[src/rtl/arbitro_serial_if.sv]
// arbitro_serial_if
// Handshake/bus bundle of the two-sender serial arbiter.
//   master : sender A/B request and bit lines, deserializer ready/byte,
//            downstream accept; observes grants, deserializer strobes,
//            ack and the captured byte.
//   slave  : the arbiter side (arbitro_serial).
// Signals:
//   req_a/req_b, data_a/data_b, write_a/write_b : sender requests and bits
//   grant_a/grant_b                             : ownership of deserializer
//   des_data_in/des_write_in                    : serial bit + strobe out
//   des_data_ready/des_data/des_ack             : deserializer handshake
//   byte_out/src_out/byte_valid/byte_accept     : captured byte to downstream
//   busy                                        : arbiter not idle
interface arbitro_serial_if;
    logic       req_a;
    logic       req_b;
    logic       data_a;
    logic       data_b;
    logic       write_a;
    logic       write_b;
    logic       grant_a;
    logic       grant_b;
    logic       des_data_in;
    logic       des_write_in;
    logic       des_data_ready;
    logic [7:0] des_data;
    logic       des_ack;
    logic [7:0] byte_out;
    logic       src_out;
    logic       byte_valid;
    logic       byte_accept;
    logic       busy;

    modport master (
        output req_a, req_b, data_a, data_b, write_a, write_b,
        output des_data_ready, des_data, byte_accept,
        input  grant_a, grant_b, des_data_in, des_write_in, des_ack,
        input  byte_out, src_out, byte_valid, busy
    );

    modport slave (
        input  req_a, req_b, data_a, data_b, write_a, write_b,
        input  des_data_ready, des_data, byte_accept,
        output grant_a, grant_b, des_data_in, des_write_in, des_ack,
        output byte_out, src_out, byte_valid, busy
    );
endinterface

[src/rtl/arbitro_serial.sv]
// arbitro_serial
// Arbitrates two serial senders (A, B) onto one serial-to-byte
// deserializer. The winner owns the deserializer for exactly 8 bit
// strobes; the resulting byte is acknowledged for ACK_HOLD cycles, then
// presented downstream until byte_accept.
// Parameter:
//   ACK_HOLD : cycles des_ack stays high per byte (1..15), default 2.
// Ports:
//   clk_100KHz : sole clock
//   reset      : synchronous active-high reset
//   bus        : arbitro_serial_if.slave (see interface file)
// Configuration:
//   ARB_FIXED_PRIO_EN defined   -> A always wins a simultaneous request.
//   ARB_FIXED_PRIO_EN undefined -> round-robin, pointer resets to "last=B".
module arbitro_serial #(
    parameter int unsigned ACK_HOLD = 2
) (
    input  logic             clk_100KHz,
    input  logic             reset,
    arbitro_serial_if.slave  bus
);

    typedef enum logic [2:0] {
        IDLE,
        COLLECT,
        WAIT_READY,
        ACK,
        DRAIN,
        OUTPUT
    } state_t;

    localparam logic [3:0] ACK_HOLD_CNT = 4'(ACK_HOLD);

    state_t     state;
    state_t     next_state;
    logic [3:0] bit_cnt;
    logic [3:0] ack_cnt;
    logic       grant_a_q;
    logic       grant_b_q;
    logic       owner_b;
    logic       pend_a;
    logic       pend_b;
    logic       des_ack_q;
    logic [7:0] byte_out_q;
    logic       src_q;
    logic       valid_q;
    logic       des_write;
    logic       des_bit;
    logic       eff_a;
    logic       eff_b;
    logic       pick_b;
    logic       ack_done;
`ifndef ARB_FIXED_PRIO_EN
    logic       last_b;
`endif

    // A request seen outside IDLE is remembered so it is not lost
    assign eff_a    = bus.req_a | pend_a;
    assign eff_b    = bus.req_b | pend_b;
    assign ack_done = (ack_cnt == ACK_HOLD_CNT);

`ifdef ARB_FIXED_PRIO_EN
    assign pick_b = eff_b & ~eff_a;
`else
    // On a tie, B wins only if A was served last
    assign pick_b = eff_b & (~eff_a | ~last_b);
`endif

    always_ff @(posedge clk_100KHz) begin
        if (reset) begin
            state <= IDLE;
        end else begin
            state <= next_state;
        end
    end

    always_comb begin
        next_state = state;
        case (state)
            IDLE:       if (eff_a | eff_b)                  next_state = COLLECT;
            COLLECT:    if (des_write && bit_cnt == 4'd7)   next_state = WAIT_READY;
            WAIT_READY: if (bus.des_data_ready)             next_state = ACK;
            ACK:        if (ack_done)                       next_state = DRAIN;
            DRAIN:      if (!bus.des_data_ready)            next_state = OUTPUT;
            OUTPUT:     if (bus.byte_accept)                next_state = IDLE;
            default:                                        next_state = IDLE;
        endcase
    end

    // Only the granted sender's lines reach the deserializer, and only
    // while collecting
    always_comb begin
        des_write = 1'b0;
        des_bit   = 1'b0;
        if (state == COLLECT) begin
            if (grant_a_q) begin
                des_write = bus.write_a;
                des_bit   = bus.data_a;
            end else if (grant_b_q) begin
                des_write = bus.write_b;
                des_bit   = bus.data_b;
            end
        end
    end

    always_ff @(posedge clk_100KHz) begin
        if (reset) begin
            grant_a_q  <= 1'b0;
            grant_b_q  <= 1'b0;
            owner_b    <= 1'b0;
            pend_a     <= 1'b0;
            pend_b     <= 1'b0;
            bit_cnt    <= 4'd0;
            ack_cnt    <= 4'd0;
            des_ack_q  <= 1'b0;
            byte_out_q <= 8'h00;
            src_q      <= 1'b0;
            valid_q    <= 1'b0;
`ifndef ARB_FIXED_PRIO_EN
            last_b     <= 1'b1;
`endif
        end else begin
            case (state)
                IDLE: begin
                    if (eff_a | eff_b) begin
                        grant_a_q <= ~pick_b;
                        grant_b_q <= pick_b;
                        owner_b   <= pick_b;
                        bit_cnt   <= 4'd0;
                        // The loser keeps its request pending
                        pend_a    <= pick_b ? eff_a : 1'b0;
                        pend_b    <= pick_b ? 1'b0 : eff_b;
                    end
                end
                COLLECT: begin
                    if (des_write) begin
                        if (bit_cnt == 4'd7) begin
                            grant_a_q <= 1'b0;
                            grant_b_q <= 1'b0;
                            bit_cnt   <= 4'd0;
                        end else begin
                            bit_cnt <= bit_cnt + 4'd1;
                        end
                    end
                end
                WAIT_READY: begin
                    if (bus.des_data_ready) begin
                        byte_out_q <= bus.des_data;
                        src_q      <= owner_b;
                        des_ack_q  <= 1'b1;
                        // The first ack cycle is counted on entry to ACK
                        ack_cnt    <= 4'd1;
                    end
                end
                ACK: begin
                    if (ack_done) begin
                        des_ack_q <= 1'b0;
                        ack_cnt   <= 4'd0;
                    end else begin
                        ack_cnt <= ack_cnt + 4'd1;
                    end
                end
                DRAIN: begin
                    if (!bus.des_data_ready) begin
                        valid_q <= 1'b1;
                    end
                end
                OUTPUT: begin
                    if (bus.byte_accept) begin
                        valid_q <= 1'b0;
`ifndef ARB_FIXED_PRIO_EN
                        last_b  <= src_q;
`endif
                    end
                end
                default: ;
            endcase

            // Only the non-owner is latched while busy; the owner's own
            // request (still high right after its grant) must not re-queue it
            if (state != IDLE) begin
                if (owner_b) begin
                    pend_a <= pend_a | bus.req_a;
                end else begin
                    pend_b <= pend_b | bus.req_b;
                end
            end
        end
    end

    assign bus.grant_a      = grant_a_q;
    assign bus.grant_b      = grant_b_q;
    assign bus.des_data_in  = des_bit;
    assign bus.des_write_in = des_write;
    assign bus.des_ack      = des_ack_q;
    assign bus.byte_out     = byte_out_q;
    assign bus.src_out      = src_q;
    assign bus.byte_valid   = valid_q;
    assign bus.busy         = (state != IDLE);

endmodule

[src/flat_wrapper.sv]
// flat-port wrapper written by rule: the top's interface ports become plain ports
module arbitro_serial_flat 
#(
    parameter int unsigned ACK_HOLD = 2
)
  (clk_100KHz, reset, bus_req_a, bus_req_b, bus_data_a, bus_data_b, bus_write_a, bus_write_b, bus_des_data_ready, bus_des_data, bus_byte_accept, bus_grant_a, bus_grant_b, bus_des_data_in, bus_des_write_in, bus_des_ack, bus_byte_out, bus_src_out, bus_byte_valid, bus_busy);
  arbitro_serial_if bus_i ();
  input  logic clk_100KHz;
  input  logic reset;
  input wire logic [$bits(bus_i.req_a)-1:0] bus_req_a;
  input wire logic [$bits(bus_i.req_b)-1:0] bus_req_b;
  input wire logic [$bits(bus_i.data_a)-1:0] bus_data_a;
  input wire logic [$bits(bus_i.data_b)-1:0] bus_data_b;
  input wire logic [$bits(bus_i.write_a)-1:0] bus_write_a;
  input wire logic [$bits(bus_i.write_b)-1:0] bus_write_b;
  input wire logic [$bits(bus_i.des_data_ready)-1:0] bus_des_data_ready;
  input wire logic [$bits(bus_i.des_data)-1:0] bus_des_data;
  input wire logic [$bits(bus_i.byte_accept)-1:0] bus_byte_accept;
  output wire logic [$bits(bus_i.grant_a)-1:0] bus_grant_a;
  output wire logic [$bits(bus_i.grant_b)-1:0] bus_grant_b;
  output wire logic [$bits(bus_i.des_data_in)-1:0] bus_des_data_in;
  output wire logic [$bits(bus_i.des_write_in)-1:0] bus_des_write_in;
  output wire logic [$bits(bus_i.des_ack)-1:0] bus_des_ack;
  output wire logic [$bits(bus_i.byte_out)-1:0] bus_byte_out;
  output wire logic [$bits(bus_i.src_out)-1:0] bus_src_out;
  output wire logic [$bits(bus_i.byte_valid)-1:0] bus_byte_valid;
  output wire logic [$bits(bus_i.busy)-1:0] bus_busy;
  assign bus_i.req_a = bus_req_a;
  assign bus_i.req_b = bus_req_b;
  assign bus_i.data_a = bus_data_a;
  assign bus_i.data_b = bus_data_b;
  assign bus_i.write_a = bus_write_a;
  assign bus_i.write_b = bus_write_b;
  assign bus_i.des_data_ready = bus_des_data_ready;
  assign bus_i.des_data = bus_des_data;
  assign bus_i.byte_accept = bus_byte_accept;
  assign bus_grant_a = bus_i.grant_a;
  assign bus_grant_b = bus_i.grant_b;
  assign bus_des_data_in = bus_i.des_data_in;
  assign bus_des_write_in = bus_i.des_write_in;
  assign bus_des_ack = bus_i.des_ack;
  assign bus_byte_out = bus_i.byte_out;
  assign bus_src_out = bus_i.src_out;
  assign bus_byte_valid = bus_i.byte_valid;
  assign bus_busy = bus_i.busy;
  arbitro_serial #(.ACK_HOLD(ACK_HOLD)) u_core (.clk_100KHz(clk_100KHz), .reset(reset), .bus(bus_i));
endmodule
[config.mk]
export PLATFORM = sky130hd
export DESIGN_NAME = arbitro_serial_flat
export DESIGN_NICKNAME = d
export VERILOG_FILES = /design/src/rtl/arbitro_serial_if.sv /design/src/rtl/arbitro_serial.sv /design/src/flat_wrapper.sv
export SDC_FILE = /design/constraint.sdc
export NUM_CORES = 1
export LEC_CHECK = 0
export BUFFER_PORTS_ARGS = -buffer_cell sky130_fd_sc_hd__buf_2
export CAP_MARGIN = 20
export CORE_UTILIZATION = 55
export CTS_BUF_LIST = sky130_fd_sc_hd__clkbuf_16
export CTS_CLUSTER_DIAMETER = 60
export DETAILED_ROUTE_END_ITERATION = 6
export GPL_TIMING_DRIVEN = 0
export HOLD_SLACK_MARGIN = 0.1
export PLACE_DENSITY_LB_ADDON = 0.12
export SYNTH_ARGS = -nofsm -noshare
export SYNTH_HDL_FRONTEND = slang
export SYNTH_SLANG_ARGS = --single-unit
export TNS_END_PERCENT = 30
[constraint.sdc]
create_clock -name clk_100KHz -period 3.82 [get_ports clk_100KHz]
set_clock_uncertainty 0.2 [all_clocks]
set_input_delay 0.191 -clock clk_100KHz [delete_from_list [all_inputs] [get_ports clk_100KHz]]
set_output_delay 0.191 -clock clk_100KHz [all_outputs]
set_load 0.005 [all_outputs]
Word level (Yosys, flattened, before mapping)
Index checks and enable logic that the tools add are counted.
- register bits: 28
- bits in latches: 0
- RAM bits: 0
- memory bits (read-only): 0
- input port bits: 18
- memories: 0
- add/sub/neg operators: 2
- multiply operators: 0
- div/mod/pow operators: 0
- order comparisons: 0
- equal/unequal tests: 15
- shifts and indexed selects: 0
- multiplexer cells: 42
- bitwise gates (word level): 8
- reductions and logical operators: 15
- operators by type and width (cell ; count):
    1-bit two-way mux ; 24
    4-bit two-way mux ; 5
    3-bit two-way mux ; 6
    3-bit one-hot mux with 6 select lines ; 1
    4-bit one-hot mux with 2 select lines ; 2
    2-bit by 1-bit inequality test with 1-bit output, second input constant ; 5
    3-bit AND reduction ; 3
    4-bit by 1-bit adder with 4-bit output, second input constant ; 2
    1-bit one-hot mux with 2 select lines ; 4
    2-bit AND reduction ; 4
    3-bit by 2-bit equality test with 1-bit output, second input constant ; 2
    3-bit equality test, second input constant ; 2
    2-bit inequality test, second input constant ; 3
    6-bit AND reduction ; 1
    2-bit nonzero test ; 3
    4-bit by 2-bit equality test with 1-bit output, second input constant ; 1
    4-bit by 3-bit equality test with 1-bit output, second input constant ; 1
    1-bit bitwise OR ; 4
    4-bit AND reduction ; 1
    3-bit by 1-bit equality test with 1-bit output, second input constant ; 1
    3-bit zero test ; 1
    1-bit inverter ; 3
    3-bit nonzero test ; 1
    1-bit bitwise AND ; 1
    1-bit logical AND ; 1

Logic depth before layout (Yosys ltp)
- depth in word-level cells: 9
- mapped depth: 6
- mapped depth without buffers: 6

Worst setup path after synthesis
OpenSTA, ideal clock, no wires.
- path kind: flip-flop to flip-flop
- start: register u_core.ack_cnt[0]
- end: register u_core.state[0]
- library setup time: 0.122 ns
- arrival: 1.438 ns
- data required time: 3.498 ns
- path slack: 2.060 ns
- cell stages (with the launch flop): 7
- clock period less this slack: 1.760 ns
- path through: dfxtp_1 > inv_1 > ha_1 > nor3b_2 > a2111o_1 > a41o_1 > o311a_1
- longest elaborated chain between the ends: 3
- RTL lines (element ; line ; text):
    start, declared ; arbitro_serial.sv:37 ; logic [3:0] ack_cnt;
    start signal, assigned ; arbitro_serial.sv:160 ; ack_cnt <= ack_cnt + 4'd1;
    4-bit by 2-bit equality test with 1-bit output ; arbitro_serial.sv:60 ; assign ack_done = (ack_cnt == ACK_HOLD_CNT);
    2-bit by 1-bit inequality test with 1-bit output (no line) ; - ;
    6-bit AND reduction (no line) ; - ;
    end signal, assigned ; arbitro_serial.sv:73 ; state <= next_state;
    end, declared ; arbitro_serial.sv:34 ; state_t state;
No other way between the ends.
A chain may end at the register's enable or synchronous reset.

Final worst setup path
- start: register u_core.state[0]
- end: output bus_des_data_in
- longest elaborated chain between the ends: 2
- RTL lines (element ; line ; text):
    3-bit by 1-bit equality test with 1-bit output ; arbitro_serial.sv:95 ; if (state == COLLECT) begin
    1-bit two-way mux ; arbitro_serial.sv:95 ;
    end, declared ; flat_wrapper.sv:21 ; output wire logic [$bits(bus_i.des_data_in)-1:0] bus_des_data_in;
No other way between the ends.

==> metrics.txt <==
r2r worst-path depth 6; Synth Net Count 195; grt peak-use layer met2; TritonRoute pass-1 iters 6; pin count of the biggest net entering global routing 17; CP Data Arrival Time 1.59 ns; initial antenna violation count 0; DRC Markers 1; maximum VDD drop 471 uV; drt wl/cell 13.3 microns; failing checks design-rule violations; vias in the first global route 1266; post-route ant nets 0; met2 GRT Util 46.4%; NumNets Final 244; pwr dens 525 nW/um^2; worst-margin pin slew 0.526 ns; Die W 52.8 microns; RSZ-0062 raised after global routing no; placed inst area 1620 sq um; CTS clk-pin slew, worst paths 0.07 ns; Final setup viols 0; Worst Path Max Fanout 10; worst hold path depth 2; Num CTS Buffers 3; Synth Warn # 0; Tot GR Track Use 26.2%; Synth cell types 43; area grow syn2layout 29.8%; ANT cells 0; status finished with violations; First DRT Iteration DRCs 31; Hold Path Origin reset; Startpoint Class flop; register area share after synthesis 39.5%; footprint of the multi-input gates 801 sq um; die area 2790 sq um; H-tree depth 1; Vias 1396; met1 Use GR 32.2%; Die Y 52.8 microns; mapped cell area 1420 sq um; leakage 0.000778 uW; Fin. Hold Viols 0; CTS Buffer Depth 2; Layout Utilization 75.0%; Max Freq 506 MHz; I/O pins 34; post-detail-place hpwl 2.33 mm; TNS Setup 0 ns; share of cells above drive strength 1 24.3%; post-layout power 966 uW; Final Slew Violations 0; global-route wire length before repair 5.33 mm; Worst R2R Setup Slack 1.86 ns; min Tclk post-route 1.98 ns; area of the core 2450 sq um; worst hold path type in -> reg; hold_ws 0.124 ns; post-CTS sizing 0; Skew-Pair Late Insertion Delay 0.26 ns; Root Buffer clkbuf_16; FP Rows 18; Worst slew margin 64.9%; Final Instance Area 1840 sq um; final wirelength 3.34 mm; starting density of the core 57.8%; hold endpoint u_core.bus.grant_b$_SDFFE_PP0P_; IO buf count 32; clock sinks 28; FF/Latch Area 561 sq um; Final Cycle Share 51.7%; MaxCap Viol Count 0; GR Overflow Total 0; Yosys reg bits 28; GPL Wtd Cong 0.796; worst path required time 3.43 ns; CP endpoint kind primary output; fillcell total 182; vias per inst 5.54; CTS tree built; syn_area_per_cell 8.15 sq um; met3 Use GR 2.61%; RR Endpoint u_core.bus.byte_valid$_SDFFE_PP0P_; critical path type reg -> out; Worst R2R Start u_core.state[1]$_SDFFE_PP0P_; synthesized instance count 174
[final cells by class]
cell class	count	share of cell area, %
sequential	28	30.4
inverter	7	1.43
tap	30	2.04
multi-input combinational	132	43.5
clock buffer	3	4.08
clock inverter	1	1.63
buffer	7	1.70
timing repair buffer	44	15.2
[logic make-up (layout without fill, tap and decap cells)]
| kind of cell | count (synthesis) | after routing | share of synthesized area (%) |
|---|---|---|---|
| simple gates | 79 | 79 | 30.2 |
| xor+xnor | 1 | 1 | 0.617 |
| buf+inv | 14 | 62 | 4.06 |
| fa+ha+maj | 3 | 3 | 2.65 |
| flops | 28 | 28 | 39.5 |
| mux | 2 | 2 | 1.41 |
| compound gates | 47 | 47 | 21.5 |
[worst max-delay path: stages, from the launching register on]
cell and delay (ns):
dfxtp_1 0.42, buf_2 0.24, or3b_2 0.46, nor2_1 0.10, buf_2 0.11
[Yosys cell counts]
cell | instances | area, sq um
o21ai_1 | 3 | 15.0
a21oi_1 | 20 | 100
clkbuf_1 | 2 | 7.51
inv_1 | 5 | 18.8
a31oi_1 | 1 | 6.26
a2111o_1 | 1 | 11.3
nor2_2 | 1 | 6.26
o311a_1 | 1 | 10.0
nand3b_1 | 5 | 37.5
o211ai_1 | 2 | 15.0
and3b_1 | 2 | 17.5
a32oi_1 | 1 | 8.76
and4bb_1 | 1 | 12.5
xor2_1 | 1 | 8.76
o21ai_0 | 6 | 30.0
o31ai_1 | 1 | 7.51
nand3_1 | 7 | 35.0
a221oi_1 | 1 | 8.76
a21oi_2 | 1 | 8.76
or3b_2 | 1 | 8.76
mux2i_1 | 2 | 20.0
nor3b_2 | 2 | 25.0
and2_1 | 2 | 12.5
a211oi_1 | 4 | 30.0
ha_1 | 3 | 37.5
a22oi_1 | 1 | 7.51
a41o_1 | 1 | 10.0
nor2_1 | 16 | 60.1
buf_1 | 1 | 3.75
nor3b_4 | 1 | 18.8
nor3_1 | 4 | 20.0
nor3_2 | 2 | 20.0
nor2b_1 | 3 | 18.8
inv_2 | 2 | 7.51
buf_2 | 4 | 20.0
a211o_1 | 1 | 8.76
nand2_1 | 29 | 109
nand2b_1 | 1 | 6.26
o21ai_4 | 1 | 16.3
o221a_2 | 1 | 11.3
dfxtp_1 | 28 | 561
nor4_2 | 1 | 12.5
nand2b_2 | 1 | 8.76
[stage by stage]
step                std cells  setup slack (ns)
floorplan                 174              2.06
global placement          236              2.00
detailed placement        236              1.95
CTS                       252              1.84
global route              252              1.76
finish                    252              1.84
[layout by cell type (no fill, tap or decap), types with 2 or more instances in the layout]
master,count
a211oi_1,4
clkbuf_16,3
nor2_1,16
a21oi_1,20
inv_1,5
nor3_1,4
o21ai_0,6
nand3b_1,5
nor3_2,2
and2_1,2
dlygate4sd3_1,12
nand3_1,7
dfxtp_1,28
clkbuf_1,2
o211ai_1,2
o21ai_1,3
ha_1,3
buf_2,36
nor2b_1,3
nor3b_2,2
and3b_1,2
inv_2,2
nand2_1,29
mux2i_1,2
[per-layer routing]
metal,wire (microns),up-vias
li1,-,712
met1,1540,643
met2,1630,33
met3,121,8
met4,48,0
met5,0,-
[registers in the layout, indices dropped and copies added, names as in the netlist]
signal	flops
u_core.bus.des_ack	1
u_core.bus.src_out	1
u_core.bus.grant_a	1
u_core.bus.grant_b	1
u_core.bit_cnt	4
u_core.bus.byte_valid	1
u_core.pend_a	1
u_core.pend_b	1
u_core.bus.byte_out	8
u_core.owner_b	1
u_core.last_b	1
u_core.ack_cnt	4
u_core.state	3
[what timing repair did]
| item | CTS | global route |
|---|---|---|
| buffers inserted | 0 | 0 |
| hold buffers | 12 | 0 |
| hold endpoints to repair | 11 | 0 |
[worst max path at each step]
| stage | start | endpoint | slack, ns | cells after the start |
|---|---|---|---|---|
| 4_1_cts | u_core.state[0]$_SDFFE_PP0P_ | bus_des_data_in | 1.84 | 4 |
| 2_1_floorplan | u_core.ack_cnt[0]$_SDFFE_PP0P_ | u_core.state[0]$_SDFFE_PP0P_ | 2.06 | 6 |
| 3_3_place_gp | u_core.ack_cnt[0]$_SDFFE_PP0P_ | u_core.state[0]$_SDFFE_PP0P_ | 2.00 | 6 |
| 6_report | u_core.state[0]$_SDFFE_PP0P_ | bus_des_data_in | 1.84 | 4 |
| 5_1_grt | u_core.state[1]$_SDFFE_PP0P_ | u_core.bus.byte_valid$_SDFFE_PP0P_ | 1.76 | 6 |
| 3_5_place_dp | u_core.ack_cnt[0]$_SDFFE_PP0P_ | u_core.state[0]$_SDFFE_PP0P_ | 1.95 | 6 |
[report_power, final]
group	internal, uW	leakage (uW)	total (uW)	switching (uW)
sequential	319	0.000227	352	32.9
combinational	131	0.000500	302	170
clock	209	0.0000511	312	104
Power figures use the tool's default switching activity.
